File: src/rtl/am2925_wait_ctl.sv
// Am2925 cycle-side controller: decodes C1..C4 to find microcycle boundaries,
// drives the L1..L3 length code and runs the WAITREQ_/WAITACK_/READY_/CX wait handshake.
module am2925_wait_ctl #(
   parameter int unsigned TIMEOUT = 15,
   parameter int unsigned CNTW    = 4
) (
   input  logic            clk,
   input  logic            rst,
   input  logic            c1,
   input  logic            c2,
   input  logic            c3,
   input  logic            c4,
   input  logic            waitack_,
   input  logic [3:0]      len,
   input  logic            mem_req,
   input  logic            mem_rdy,
   input  logic            err_clr,
   output logic            l1,
   output logic            l2,
   output logic            l3,
   output logic            waitreq_,
   output logic            ready_,
   output logic            cx,
   output logic            busy,
   output logic            timeout_err,
   output logic [CNTW-1:0] wait_cnt
);

   typedef enum logic [1:0] {
      ST_IDLE = 2'b00,
      ST_REQ  = 2'b01,
      ST_WAIT = 2'b10,
      ST_REL  = 2'b11
   } state_t;

   localparam logic [CNTW-1:0] CNT_MAX  = {CNTW{1'b1}};
   localparam logic [CNTW-1:0] TO_VAL   = CNTW'(TIMEOUT);
   localparam logic [CNTW-1:0] REL_LAST = CNTW'(TIMEOUT - 1);
   localparam logic [3:0]      PH_FIRST = 4'b1110;

   // Generator length code {L3,L2,L1}; out-of-range requests clamp to 3 or 10.
   function automatic logic [2:0] enc_len(input logic [3:0] l);
      logic [2:0] code;
      case (l)
         4'd0, 4'd1, 4'd2, 4'd3: code = 3'b000;
         4'd4:                   code = 3'b001;
         4'd5:                   code = 3'b101;
         4'd6:                   code = 3'b111;
         4'd7:                   code = 3'b011;
         4'd8:                   code = 3'b010;
         4'd9:                   code = 3'b110;
         default:                code = 3'b100;
      endcase
      return code;
   endfunction

   state_t          state_q, state_d;
   logic [3:0]      cprev_q, cprev_d;
   logic [2:0]      lcode_q, lcode_d;
   logic            waitreq_q, waitreq_d;
   logic            ready_q, ready_d;
   logic            cx_q, cx_d;
   logic            busy_q, busy_d;
   logic            err_q, err_d;
   logic [CNTW-1:0] cnt_q, cnt_d;
   logic [CNTW-1:0] rel_q, rel_d;
   logic [3:0]      phase_s;
   logic            boundary_s;
   logic            to_set_s;
   logic [CNTW-1:0] cnt_inc_s;
   logic [CNTW-1:0] rel_inc_s;

   // Next-state logic for phase tracking, length code and the wait handshake.
   always_comb begin
      phase_s    = {c1, c2, c3, c4};
      boundary_s = (phase_s == PH_FIRST) && (cprev_q != PH_FIRST);
      cprev_d    = phase_s;
      state_d    = state_q;
      waitreq_d  = waitreq_q;
      ready_d    = ready_q;
      cx_d       = cx_q;
      cnt_d      = cnt_q;
      rel_d      = rel_q;
      to_set_s   = 1'b0;

      if (boundary_s) begin
         lcode_d = enc_len(len);
      end else begin
         lcode_d = lcode_q;
      end

      if (cnt_q == CNT_MAX) begin
         cnt_inc_s = cnt_q;
      end else begin
         cnt_inc_s = cnt_q + {{(CNTW-1){1'b0}}, 1'b1};
      end
      if (rel_q == CNT_MAX) begin
         rel_inc_s = rel_q;
      end else begin
         rel_inc_s = rel_q + {{(CNTW-1){1'b0}}, 1'b1};
      end

      case (state_q)
         ST_IDLE: begin
            waitreq_d = 1'b1;
            ready_d   = 1'b1;
            cx_d      = 1'b1;
            if (boundary_s && mem_req && !mem_rdy) begin
               state_d   = ST_REQ;
               waitreq_d = 1'b0;
               cx_d      = 1'b0;
               cnt_d     = {CNTW{1'b0}};
            end else begin
               state_d = ST_IDLE;
            end
         end
         ST_REQ: begin
            cnt_d = cnt_inc_s;
            if (mem_rdy || !mem_req) begin
               state_d   = ST_REL;
               waitreq_d = 1'b1;
               ready_d   = 1'b0;
               rel_d     = {CNTW{1'b0}};
            end else if (!waitack_) begin
               state_d   = ST_WAIT;
               waitreq_d = 1'b1;
            end else begin
               waitreq_d = 1'b0;
            end
         end
         ST_WAIT: begin
            cx_d  = 1'b0;
            cnt_d = cnt_inc_s;
            if (mem_rdy || !mem_req) begin
               state_d = ST_REL;
               ready_d = 1'b0;
               rel_d   = {CNTW{1'b0}};
            end else if (cnt_q >= TO_VAL) begin
               state_d  = ST_REL;
               ready_d  = 1'b0;
               rel_d    = {CNTW{1'b0}};
               to_set_s = 1'b1;
            end else begin
               state_d = ST_WAIT;
            end
         end
         ST_REL: begin
            ready_d   = 1'b0;
            waitreq_d = 1'b1;
            rel_d     = rel_inc_s;
            // A generator that never lifts WAITACK_ must not hold READY_ forever.
            if (waitack_ || (rel_q >= REL_LAST)) begin
               state_d = ST_IDLE;
               ready_d = 1'b1;
               cx_d    = 1'b1;
            end else begin
               state_d = ST_REL;
            end
         end
         default: begin
            state_d   = ST_IDLE;
            waitreq_d = 1'b1;
            ready_d   = 1'b1;
            cx_d      = 1'b1;
         end
      endcase

      busy_d = (state_d != ST_IDLE);

      if (to_set_s) begin
         err_d = 1'b1;
      end else if (err_clr) begin
         err_d = 1'b0;
      end else begin
         err_d = err_q;
      end
   end

   // State and output registers; reset releases the generator via cx=1.
   always_ff @(posedge clk or posedge rst) begin
      if (rst) begin
         state_q   <= ST_IDLE;
         cprev_q   <= 4'b0000;
         lcode_q   <= 3'b100;
         waitreq_q <= 1'b1;
         ready_q   <= 1'b1;
         cx_q      <= 1'b1;
         busy_q    <= 1'b0;
         err_q     <= 1'b0;
         cnt_q     <= {CNTW{1'b0}};
         rel_q     <= {CNTW{1'b0}};
      end else begin
         state_q   <= state_d;
         cprev_q   <= cprev_d;
         lcode_q   <= lcode_d;
         waitreq_q <= waitreq_d;
         ready_q   <= ready_d;
         cx_q      <= cx_d;
         busy_q    <= busy_d;
         err_q     <= err_d;
         cnt_q     <= cnt_d;
         rel_q     <= rel_d;
      end
   end

   assign {l3, l2, l1} = lcode_q;
   assign waitreq_     = waitreq_q;
   assign ready_       = ready_q;
   assign cx           = cx_q;
   assign busy         = busy_q;
   assign timeout_err  = err_q;
   assign wait_cnt     = cnt_q;

endmodule
File: config.mk
export PLATFORM = sky130hd
export DESIGN_NAME = am2925_wait_ctl
export DESIGN_NICKNAME = d
export VERILOG_FILES = /design/src/rtl/am2925_wait_ctl.sv
export SDC_FILE = /design/constraint.sdc
export NUM_CORES = 1
export LEC_CHECK = 0
export ABC_CLOCK_PERIOD_IN_PS = 3890
export BUFFER_PORTS_ARGS = -buffer_cell sky130_fd_sc_hd__buf_2
export CORE_MARGIN = 1
export CORE_UTILIZATION = 57
export DETAILED_ROUTE_END_ITERATION = 7
export PLACE_DENSITY = 0.84
export SLEW_MARGIN = 40
export SYNTH_ARGS = -nofsm -noshare
export SYNTH_HDL_FRONTEND = slang
export SYNTH_SLANG_ARGS = --single-unit
File: constraint.sdc
create_clock -name clk -period 3.89 [get_ports clk]
set_input_delay 0.778 -clock clk [delete_from_list [all_inputs] [get_ports clk]]
set_output_delay 0.778 -clock clk [all_outputs]
set_load 0.01 [all_outputs]
---- Word level (Yosys, flattened, before mapping) ----
Memory sizes are Yosys's and may differ from the RTL's. A register that Yosys moved wholly into a read port is not among the register bits.
Cells that the tools add are included.
cells by class
  add/subtract/negate cells ............... 2
  $lt $le $gt $ge ......................... 2
  equality and inequality tests ........... 13
  multiplexer cells ....................... 31
  reductions and logical operators ........ 19
operator list
  kind                 number
  $mux 4               6
  $mux 1               16
  $eq 4x4->1 const B   3
  $pmux 4 s3           1
  $ne 2x2->1 const B   5
  $reduce_bool 3->1    3
  $add 4x1->4 const B  2
  $ge 4x4->1 const B   2
  $pmux 2 s4           1
  $pmux 4 s2           1
  $mux 2               3
  $pmux 1 s3           2
  $reduce_bool 2->1    3
  $eq 2x2->1 const B   2
  $ne 4x4->1 const B   1
  $pmux 1 s4           1
  $reduce_and 2->1     2
  $reduce_and 4->1     1
  $logic_and 1x1->1    3
  $ne 3x3->1 const B   1
  $reduce_and 3->1     1
  $eq 2x1->1 const B   1
  $logic_not 1->1      2
  $logic_not 2->1      1
  other kinds (2)      3
storage, ports and cells
  register bits ........................... 19
  memory bits (read-only) ................. 48
  bits of input ports ..................... 14
  output and inout port bits .............. 12
  logic and storage cells ................. 77
  memories kept ........................... 1
memories
  name             depth  bits a word  rd ports  clocked after memory_dff  write ports  line  RTL
  (no name shown)  16     3            1         1                         0            44    case (l)

---- Longest topological paths before layout ----
Gate-level depths: netlist (run 1).
  depth in word-level cells ............... 7
  mapped depth ............................ 6
  depth with buffers taken out ............ 6

---- Least setup slack after synthesis (run 1) ----
No wires, ideal clock.
  path type ............................... input to register
  start ................................... input c4
  end ..................................... register cnt_q[1] (netlist: wait_cnt[1])
  library setup time ...................... 0.126 ns
  arrival time ............................ 1.762 ns
  data required time ...................... 3.764 ns
  slack ................................... 2.002 ns
  stages .................................. 4
  buffers on the path ..................... 0
  cell sequence ........................... nand4b_4 -> o41ai_4 -> nor2b_1 -> a311o_1
between the ends
  cells in the longest elaborated chain, start to end .. 6
RTL lines
  element                          line  RTL
  start: declaration               12    input logic c4,
  $eq 4x4->1                       76    boundary_s = (phase_s == PH_FIRST) && (cprev_q != PH_FIRST);
  $logic_and 1x1->1                76
  $logic_and 1x1->1 (2 in series)  108   if (boundary_s && mem_req && !mem_rdy) begin
  $ne 2x2->1 (no line)             n/a
  $reduce_and 3->1 (no line)       n/a
  end signal: assignment           190   cnt_q <= {CNTW{1'b0}};
  end signal: assignment           201   cnt_q <= cnt_d;
  end: declaration                 65    logic [CNTW-1:0] cnt_q, cnt_d;
No other way between the ends.
A chain may end at the register's enable or synchronous reset.

---- Worst setup path after layout (run 1) ----
  start ................................... register state_q[0]
  end ..................................... register rel_q[0]
between the ends
  cells in the longest elaborated chain, start to end .. 3
  elaborated cells between the ends (all ways) .. 9
  classes of those cells .................. eq/ne (6); mux (1); reduce/logical (2)
RTL lines
  element                                             line  RTL
  start: declaration                                  57    state_t state_q, state_d;
  start signal: assignment                            193   state_q <= state_d;
  $eq 2x2->1 / $eq 2x1->1 (equally long branches)     103   case (state_q)
  $ne 3x3->1 (no line), or another cell as far along  n/a
  $reduce_and 4->1 (no line)                          n/a
  end signal: assignment                              191   rel_q <= {CNTW{1'b0}};
  end signal: assignment                              202   rel_q <= rel_d;
  end: declaration                                    66    logic [CNTW-1:0] rel_q, rel_d;
Parallel ways exist; a longest one is shown, timed or not.

==> results of run 1 <==
[per-stage QoR]
| stage | cells | hold WS, ps |
|---|---|---|
| 4_1_cts | 176 | 479 |
| 2_1_floorplan | 121 | 466 |
| 3_3_place_gp | 172 | 450 |
| 3_5_place_dp | 172 | 462 |
| 5_1_grt | 176 | 488 |
| 6_report | 176 | 460 |
[power groups by stage]
stage               combinational [mW]  clock, mW  sequential, mW
floorplan                       0.0375          0           0.285
global placement                0.0745          0           0.279
detailed placement              0.0778          0           0.281
CTS                             0.0781      0.127           0.277
global route                    0.0873      0.137           0.282
finish                          0.0772      0.128           0.277
[cell type report]
class | count | area share, %
well taps | 27 | 2.33
clock buffers | 4 | 2.51
multi-input cells | 89 | 45.8
repair buffers | 25 | 8.64
inverters | 9 | 2.33
flip-flops and latches | 22 | 38.4
[flip-flops by register name, indices dropped and copies added (netlist names)]
register and count:
cx 1, state_q 2, busy 1, ready_ 1, cprev_q 4, timeout_err 1
lcode_q 3, rel_q 4, waitreq_ 1, wait_cnt 4
[cells in the mapped netlist, drive strengths merged, types with 3 or more instances]
master | count | area share (%)
dfrtp | 18 | 36
a21oi | 12 | 4.8
ha | 10 | 10
inv | 9 | 2.7
o21ai | 9 | 3.6
nand2 | 8 | 2.4
nand3 | 6 | 2.4
dfstp | 4 | 8.4
nor2 | 4 | 1.2
nor2b | 4 | 2.0
a31oi | 3 | 2.0
nand2b | 3 | 1.5
nand4b | 3 | 3.3
nor3b | 3 | 1.8
[cells in the final DEF (no fill, tap or decap), types with 2 or more instances in the layout]
master and n:
a21oi_1 12, a311o_1 2, a31oi_1 2, and3_1 2
buf_2 25, clkbuf_4 3, dfrtp_1 18, dfstp_2 4
ha_1 10, inv_1 8, mux2_2 2, nand2_1 8
nand2b_1 3, nand3_1 6, nand3b_1 2, nand4b_1 2
nor2_1 4, nor2b_1 4, nor3b_1 3, o211ai_1 2
o21ai_0 9
[how the worst max path moves through the flow]
stage	start	end	slack, ps	cells after the start
after floorplan	c4	wait_cnt[1]	2000	4
final	state_q[0]	rel_q[0]	1860	6
after global placement	c4	wait_cnt[1]	1830	5
after CTS	state_q[0]	rel_q[0]	1870	6
after detailed placement	c4	wait_cnt[1]	1740	5
after global routing	state_q[1]	rel_q[0]	1770	6
[layer usage]
metal	GRT usage, %	up-vias
li1	-	501
met3	4.98	8
met2	40.0	38
met4	10.3	0
met5	0	-
met1	28.8	507
[worst max-delay path, delay by kind of cell, from the launching register on]
kind                     cells  cell delay [ps]
AO/OA/AOI/OAI                3              790
flip-flops                   1              470
buffers and inverters        1              120
AND/OR/NAND/NOR              1              270
adder cells (fa/ha/maj)      1              270
[cell families (layout without fill, tap and decap cells)]
| kind of cell | count (synthesis) | in the layout | synth area share (%) |
|---|---|---|---|
| AOI/OAI and AO/OA | 35 | 35 | 19.6 |
| adders and majority gates | 10 | 10 | 9.96 |
| buffers and inverters | 10 | 38 | 2.99 |
| DFF | 22 | 22 | 44.2 |
| muxes | 3 | 3 | 2.59 |
| and+or+nand+nor | 41 | 41 | 20.6 |
==> reports/summary.txt, run 1 <==
area of the multi-input gates - 663 sq um
Combinational Power Share - 16.0%
hold crit path type - input pin to async pin
Sequential Area - 556 sq um
core area - 0.00202 sq mm
Switch Pwr - 0.136 mW
clock transition at the registers of the reported paths - 130 ps
CP required - 4100 ps
Most used DFF post-synth - dfrtp_1
fin worst setup slack - 1860 ps
slowest cell on the critical path - dfrtp_1
Post-synth EDFFs - 0
io pins - 26
status - completed
Die Span X - 48.9 microns
# clock sinks - 22
critical-path cell list - inv_1 > ha_1 > or2_1 > a31oi_2 > o21ai_0 > a32o_1
post-CTS setup buffer count - 0
Net Count, Synth - 145
CTS root buffer - clkbuf_4
max layer used - met4
worst reg2reg startpoint - state_q[0]
largest net degree at the start of global routing - 23
Layout area overhead - 15.2%
first-pass GRT wire length - 4360 microns
first drt pass iteration count - 4
Setup WS pre-CTS - 1740 ps
CTS Buffer Depth - 2
Max IR drop VDD - 237 uV
Post-DP Area - 0.00141 sq mm
Fillers - 157
Starting Density - 62.1%
gpl congestion - 0.744
final core occ - 71.6%
Gate Count Post-Synth - 121
DRT Wirelength - 2600 microns
Vias - 1054
die area - 0.00240 sq mm
IO Port Bufs - 25
M1 WL - 1130 microns
sw frac - 28.1%
RSZ-0062 raised after global routing - no
R2R depth - 6
Setup-failing EPs final - 0
layout cells sized above 1 - 28.2%
DPL Wire Length - 1930 microns
gr usage total - 23.6%
Cell Area, Synth - 0.00126 sq mm
Critical Path AT - 2230 ps
CTS H-tree lvls - 1
Die H - 48.9 microns
antenna violations before repair - 0
synthesized flop and latch total - 22
Final Cell Area - 0.00145 sq mm
clock period minus final worst setup slack - 2030 ps
CTS buffer count - 3
fin nets - 174
Reg power frac - 57.5%
DR iter-0 viols - 20
R2R setup slack - 1860 ps
Netlist cell types - 36
# hold bufs at CTS - 0
Warnings, synthesis - 0
Leak - 0.678 nW
Worst Path Max Fanout - 8
Critical Path Start Type - flop
CTS tree - done
post-route antenna net violation count - 0
Max Clk Rate - 0.493 GHz
ant diodes - 0
Slew @ Worst Pin - 517 ps
clock group share of total power - 26.5%
total power - 0.482 mW
critical path class - flop to flop
internal power - 0.347 mW
Slew Limit Headroom - 65.4%
Pwr per Cell Area - 333 mW/mm^2
WL met2 - 1260 microns
Clock Latency Late Sink - 300 ps
Final period util - 52.1%
worst clock skew - 3.33 ps
Slew Limit Fails - 0
# rows - 16
Setup TNS Final - 0 ps
Residual DRC - 0
R2R Path End - rel_q[0]
DR vias/cell - 5.99
CP peak stage delay - 470 ps
Overflow after GRT - 0
post_cts resized - 0
Setup crit end kind - flop
post-synthesis sequential area ratio - 44.2%
maxcap violations - 0
routed length per placed instance - 14.8 microns
final hold violations - 0
vias in the first global route - 996
Syn Area/Cell - 10.4 sq um
WL met3 - 130 microns
fraction of registers with async set/reset - 100%
Power figures use the tool's default switching activity.
==> run 2: changes to the inputs <==
--- a/config.mk
+++ b/config.mk
@@ -5,12 +5,12 @@
 export SDC_FILE = /design/constraint.sdc
 export NUM_CORES = 1
 export LEC_CHECK = 0
-export ABC_CLOCK_PERIOD_IN_PS = 3890
+export ABC_CLOCK_PERIOD_IN_PS = 1800
 export BUFFER_PORTS_ARGS = -buffer_cell sky130_fd_sc_hd__buf_2
 export CORE_MARGIN = 1
-export CORE_UTILIZATION = 57
+export CORE_UTILIZATION = 48
 export DETAILED_ROUTE_END_ITERATION = 7
-export PLACE_DENSITY = 0.84
+export PLACE_DENSITY = 0.75
 export SLEW_MARGIN = 40
 export SYNTH_ARGS = -nofsm -noshare
 export SYNTH_HDL_FRONTEND = slang
==> constraint.sdc (replaced) <==
create_clock -name clk -period 1.8 [get_ports clk]
set_input_delay 0.36 -clock clk [delete_from_list [all_inputs] [get_ports clk]]
set_output_delay 0.36 -clock clk [all_outputs]
set_load 0.01 [all_outputs]
==> run 2 against run 1 <==
Net effect: combinational power grew 140%; cell area grew 6.3%; sequential share of layout area shrank 2.0 points; fmax grew 18%.
==> reports/summary.txt, run 2 (synthesis gave the netlist of run 1 again) <==
status - completed (unchanged)
DR iter-0 viols - 24 (was 20)
Worst Path Max Fanout - 6 (was 8)
first drt pass iteration count - 4 (unchanged)
Max IR drop VDD - 558 uV (was 237 uV)
DRT Wirelength - 2660 microns (was 2600 microns)
gr usage total - 22.3% (was 23.6%)
fin nets - 185 (was 174)
critical-path cell list - inv_1 > ha_1 > or2_1 > a31oi_2 > buf_4 > nand2b_1 > o211ai_1 (was inv_1 > ha_1 > or2_1 > a31oi_2 > o21ai_0 > a32o_1)
fin worst setup slack - 86.2 ps (was 1860 ps)
antenna violations before repair - 0 (unchanged)
Slew Limit Fails - 0 (unchanged)
CTS buffer count - 3 (unchanged)
Pwr per Cell Area - 681 mW/mm^2 (was 333 mW/mm^2)
CP Depth - 7 (was 6)
final std cells w/o fill - 190 (was 176)
total power - 1.05 mW (was 0.482 mW)
most frequent cells in the layout - 25 x buf_2, 15 x dfrtp_1, 12 x a21oi_1, 11 x buf_4, 10 x ha_1 (was 25 x buf_2, 18 x dfrtp_1, 12 x a21oi_1, 10 x ha_1, 9 x o21ai_0)
Reg power frac - 56.7% (was 57.5%)
final hold violations - 0 (unchanged)
WP buf/inv - 2 (was 1)
CTS root buffer - clkbuf_4 (unchanged)
CP required - 1990 ps (was 4100 ps)
CP peak stage delay - 430 ps (was 470 ps)
Setup-failing EPs final - 0 (unchanged)
maxcap violations - 0 (unchanged)
Clock Latency Late Sink - 300 ps (about the same)
layout cells sized above 1 - 35.0% (was 28.2%)
slowest cell on the critical path - dfrtp_2 (was dfrtp_1)
Combinational Power Share - 17.8% (was 16.0%)
Post-DP Area - 0.00150 sq mm (was 0.00141 sq mm)
Final Cell Area - 0.00154 sq mm (was 0.00145 sq mm)
Slew Limit Headroom - 75.0% (was 65.4%)
first-pass GRT wire length - 4480 microns (was 4360 microns)
Setup crit end kind - flop (unchanged)
top cell family by delay on the critical path - flip-flops (was compound AO/OA/AOI/OAI gates)
R2R Path End - rel_q[1] (was rel_q[0])
clock period minus final worst setup slack - 1710 ps (was 2030 ps)
Residual DRC - 0 (unchanged)
worst reg2reg startpoint - state_q[1] (was state_q[0])
DPL Wire Length - 2100 microns (was 1930 microns)
Leak - 0.731 nW (was 0.678 nW)
hold crit path type - input pin to async pin (unchanged)
CTS tree - done (unchanged)
Slew @ Worst Pin - 374 ps (was 517 ps)
RSZ-0062 raised after global routing - yes (was no)
Critical Path Start Type - flop (unchanged)
critical path class - flop to flop (unchanged)
io pins - 26 (unchanged)
# rows - 18 (was 16)
Setup WS pre-CTS - 59.8 ps (was 1740 ps)
clock group share of total power - 25.5% (was 26.5%)
Die Span X - 53.2 microns (was 48.9 microns)
Switch Pwr - 0.287 mW (was 0.136 mW)
Vias - 1085 (was 1054)
largest net degree at the start of global routing - 23 (unchanged)
placed cell count - 186 (was 172)
sw frac - 27.4% (was 28.1%)
die area - 0.00283 sq mm (was 0.00240 sq mm)
# hold bufs at CTS - 0 (unchanged)
final core occ - 62.1% (was 71.6%)
routed length per placed instance - 14.0 microns (was 14.8 microns)
Setup crit start - state_q[1] (was state_q[0])
commonest non-fill, non-tap cell in the layout - buf_2 (unchanged)
Layout area overhead - 22.5% (was 15.2%)
Setup TNS Final - 0 ps (unchanged)
IO Port Bufs - 25 (unchanged)
# clock sinks - 22 (unchanged)
Overflow after GRT - 0 (unchanged)
Final period util - 95.2% (was 52.1%)
clock transition at the registers of the reported paths - 120 ps (was 130 ps)
Max Clk Rate - 0.583 GHz (was 0.493 GHz)
Die H - 53.2 microns (was 48.9 microns)
smallest hold slack - 68.0 ps (was 460 ps)
Fillers - 221 (was 157)
gpl congestion - 0.783 (was 0.744)
post-route antenna net violation count - 0 (unchanged)
internal power - 0.761 mW (was 0.347 mW)
R2R depth - 7 (was 6)
ant diodes - 0 (unchanged)
CTS H-tree lvls - 1 (unchanged)
Critical Path AT - 1900 ps (was 2230 ps)
Starting Density - 50.7% (was 62.1%)
core area - 0.00248 sq mm (was 0.00202 sq mm)
vias in the first global route - 1049 (was 996)
worst clock skew - 2.18 ps (was 3.33 ps)
Critical Path End - rel_q[1] (was rel_q[0])
DR vias/cell - 5.71 (was 5.99)
CTS Buffer Depth - 2 (unchanged)
R2R setup slack - 90 ps (was 1860 ps)
[run 2: cell types whose count changed in the layout (fill, tap and decap cells not counted), sizes merged]
cell and delta:
buf +11
[run 2: worst register-to-register path, delay by kind of cell (launching register included)]
family / cells / cell delay, ps
flip-flops: 1 / 430
AND/OR/NAND/NOR: 2 / 340
buffers and inverters: 2 / 280
adder cells (fa/ha/maj): 1 / 230
AO/OA/AOI/OAI: 2 / 320
[run 2: final cells by class]
| type | instances | area, sq um | share of cell area (%) |
|---|---|---|---|
| clock buffers | 4 | 36.3 | 2.36 |
| multi-input cells | 89 | 664 | 43.2 |
| flip-flops and latches | 22 | 559 | 36.3 |
| repair buffers | 36 | 208 | 13.5 |
| inverters | 9 | 33.8 | 2.20 |
| well taps | 30 | 37.5 | 2.44 |
[run 2: how the worst min path moves through the flow]
stage                 end  slack [ps]  depth (start not counted)
6_report       cprev_q[2]          70                          3
5_1_grt          rel_q[1]          80                          3
4_1_cts          rel_q[1]          70                          3
3_5_place_dp     rel_q[1]         410                          3
3_3_place_gp     rel_q[3]         410                          3
2_1_floorplan        busy         350                          1
[run 2: power by group through the flow]
stage / logic [mW] / clock network (mW) / registers, mW
final: 0.186 / 0.267 / 0.594
after global routing: 0.212 / 0.303 / 0.607
after CTS: 0.188 / 0.274 / 0.595
after detailed placement: 0.188 / 0 / 0.604
after global placement: 0.182 / 0 / 0.598
after floorplan: 0.0810 / 0 / 0.615
[run 2: per-layer routing]
metal | share of wire, % | GRT usage (%) | vias to the layer above | wire (microns)
met2 | 52 | 38.8 | 32 | 1390
met1 | 41 | 27.5 | 520 | 1090
met5 | 0 | 0 | - | 0
met3 | 5.6 | 3.16 | 4 | 149
met4 | 1.2 | 8.77 | 0 | 31
li1 | - | - | 529 | -
[run 2: timing repair]
| item | in CTS | in global routing |
|---|---|---|
| buffers inserted | 0 | 0 |
| gates resized for setup | 0 | 5 |
| endpoints found under the setup margin | 0 | 7 |
| endpoints found under the hold margin | 0 | 0 |
==> run 3: changes to the inputs <==
==> constraint.sdc (replaced) <==
create_clock -name clk -period 1.8 [get_ports clk]
set_input_delay 0.54 -clock clk [delete_from_list [all_inputs] [get_ports clk]]
set_output_delay 0.54 -clock clk [all_outputs]
set_load 0.01 [all_outputs]
==> run 3 against run 2 <==
Net effect: critical path depth decreased by 2; hold slack improved by 160 ps; clock skew up 1.4 ps; first-iteration DRC count rose by 33%; global-route usage shrank 0.63 points; cell area up 1.5%; via count rose by 1.7%; die area unchanged; flip-flop and latch count unchanged; setup slack gained 3.9 ps; highest routed layer unchanged; fmax rose by 0.23%; combinational power is 9% higher.
==> reports/summary.txt, run 3 (synthesis gave the netlist of run 1 again) <==
status - completed (unchanged)
CP required - 2010 ps (was 1990 ps)
Starting Density - 50.7% (unchanged)
Slew Limit Fails - 0 (unchanged)
DR iter-0 viols - 32 (was 24)
top cell family by delay on the critical path - flip-flops (unchanged)
critical path class - flop to flop (unchanged)
Fillers - 220 (was 221)
Slew @ Worst Pin - 387 ps (was 374 ps)
worst clock skew - 3.54 ps (was 2.18 ps)
hold crit path type - input pin to async pin (unchanged)
Die H - 53.2 microns (unchanged)
Final Cell Area - 0.00156 sq mm (was 0.00154 sq mm)
final hold violations - 0 (unchanged)
smallest hold slack - 228 ps (was 68.0 ps)
antenna violations before repair - 0 (unchanged)
# rows - 18 (unchanged)
Layout area overhead - 24.3% (was 22.5%)
Max Clk Rate - 0.585 GHz (was 0.583 GHz)
commonest non-fill, non-tap cell in the layout - buf_2 (unchanged)
WP buf/inv - 1 (was 2)
CTS tree - done (unchanged)
critical-path cell list - ha_1 > o41ai_4 > buf_4 > mux2i_1 > nand2_1 (was inv_1 > ha_1 > or2_1 > a31oi_2 > buf_4 > nand2b_1 > o211ai_1)
layout cells sized above 1 - 36.2% (was 35.0%)
fin nets - 188 (was 185)
slowest cell on the critical path - dfrtp_2 (unchanged)
gpl congestion - 0.777 (was 0.783)
CTS root buffer - clkbuf_4 (unchanged)
largest net degree at the start of global routing - 23 (unchanged)
maxcap violations - 0 (unchanged)
IO Port Bufs - 25 (unchanged)
Pwr per Cell Area - 683 mW/mm^2 (was 681 mW/mm^2)
CTS buffer count - 3 (unchanged)
Slew Limit Headroom - 74.1% (was 75.0%)
vias in the first global route - 1039 (was 1049)
core area - 0.00248 sq mm (unchanged)
first drt pass iteration count - 4 (unchanged)
post-route antenna net violation count - 0 (unchanged)
CTS Buffer Depth - 2 (unchanged)
ant diodes - 0 (unchanged)
gr usage total - 21.7% (was 22.3%)
CP peak stage delay - 470 ps (was 430 ps)
clock period minus final worst setup slack - 1710 ps (about the same)
die area - 0.00283 sq mm (unchanged)
io pins - 26 (unchanged)
Clock Latency Late Sink - 310 ps (was 300 ps)
Setup-failing EPs final - 0 (unchanged)
routed length per placed instance - 14.3 microns (was 14.0 microns)
DPL Wire Length - 2160 microns (was 2100 microns)
Worst Path Max Fanout - 6 (unchanged)
# clock sinks - 22 (unchanged)
CTS H-tree lvls - 1 (unchanged)
DRT Wirelength - 2770 microns (was 2660 microns)
most frequent cells in the layout - 25 x buf_2, 16 x dfrtp_1, 14 x buf_4, 12 x a21oi_1 (was 25 x buf_2, 15 x dfrtp_1, 12 x a21oi_1, 11 x buf_4, 10 x ha_1)
Critical Path AT - 1920 ps (was 1900 ps)
DR vias/cell - 5.72 (was 5.71)
RSZ-0062 raised after global routing - no (was yes)
Leak - 0.748 nW (was 0.731 nW)
Vias - 1103 (was 1085)
Die Span X - 53.2 microns (unchanged)
Post-DP Area - 0.00151 sq mm (was 0.00150 sq mm)
Critical Path Start Type - flop (unchanged)
Overflow after GRT - 0 (unchanged)
first-pass GRT wire length - 4370 microns (was 4480 microns)
Residual DRC - 0 (unchanged)
Max IR drop VDD - 503 uV (was 558 uV)
Setup crit end kind - flop (unchanged)
clock transition at the registers of the reported paths - 120 ps (about the same)
Final period util - 95.0% (was 95.2%)
-- run 3: changes by cell type in the layout (fill, tap and decap cells not counted) --
cell | previous run | this run
and3_1 | 1 | 2
and3_2 | 1 | 0
buf_4 | 11 | 14
dfrtp_1 | 15 | 16
dfrtp_2 | 3 | 2
ha_1 | 10 | 9
ha_2 | 0 | 1
inv_1 | 9 | 8
inv_2 | 0 | 1
o21ai_0 | 8 | 9
o21ai_1 | 1 | 0
-- run 3: what timing repair did --
item / in CTS / in global routing
setup endpoints to repair: 0 / 6
buffers inserted: 0 / 1
gates resized for setup: 0 / 4
hold buffers: 0 / 0
-- run 3: worst paths after layout --
kind                            cells after the start  slack, ps        from     endpoint
worst max-delay path                                5         90  state_q[0]  wait_cnt[0]
worst min-delay path                                3        230         rst     rel_q[2]
worst max register to register                      5         90  state_q[0]  wait_cnt[0]
worst min register to register                      2        470    waitreq_     waitreq_
max in group asynchronous                           3       1290         rst     waitreq_
min in group clk                                    1        350          c4   cprev_q[0]
-- run 3: area by class of cell --
type                            instances  area, sq um  share of cell area (%)
Clock buffer                            4         36.3                    2.32
Inverter                                9         33.8                    2.16
Multi-Input combinational cell         89          666                    42.6
Sequential cell                        22          558                    35.7
Tap cell                               30         37.5                    2.40
Timing Repair Buffer                   39          230                    14.7
-- run 3: worst register-to-register path, stage by stage, from the launching register on --
cell	delay, ps
dfrtp_2	470
ha_1	290
o41ai_4	430
buf_4	190
mux2i_1	170
nand2_1	60
-- run 3: per-layer routing --
| layer | wire, microns | vias to the layer above | track usage, % |
|---|---|---|---|
| li1 | - | 537 | - |
| met1 | 1160 | 533 | 24.7 |
| met2 | 1470 | 29 | 40.7 |
| met3 | 100 | 4 | 2.59 |
| met4 | 36 | 0 | 7.89 |
| met5 | 0 | - | 0 |
-- run 3: stage by stage --
| stage | instances | power (mW) | utilization, % | TNS [ps] | setup slack, ps |
|---|---|---|---|---|---|
| CTS | 192 | 1.07 | 62.5 | 0 | 0.748 |
| global placement | 188 | 0.785 | 61.1 | 0 | 37.3 |
| global route | 193 | 1.12 | 63.0 | 0 | 10.1 |
| finish | 193 | 1.07 | 63.0 | 0 | 90.1 |
| floorplan | 121 | 0.696 | - | 0 | 75.3 |
| detailed placement | 188 | 0.802 | 61.1 | -52.3 | -37.8 |
-- run 3: power breakdown --
| part | internal [mW] | leakage [nW] | switching, mW | total (mW) |
|---|---|---|---|---|
| clock network | 0.124 | 0.0210 | 0.153 | 0.277 |
| registers | 0.546 | 0.276 | 0.0423 | 0.588 |
| logic | 0.0967 | 0.450 | 0.105 | 0.202 |
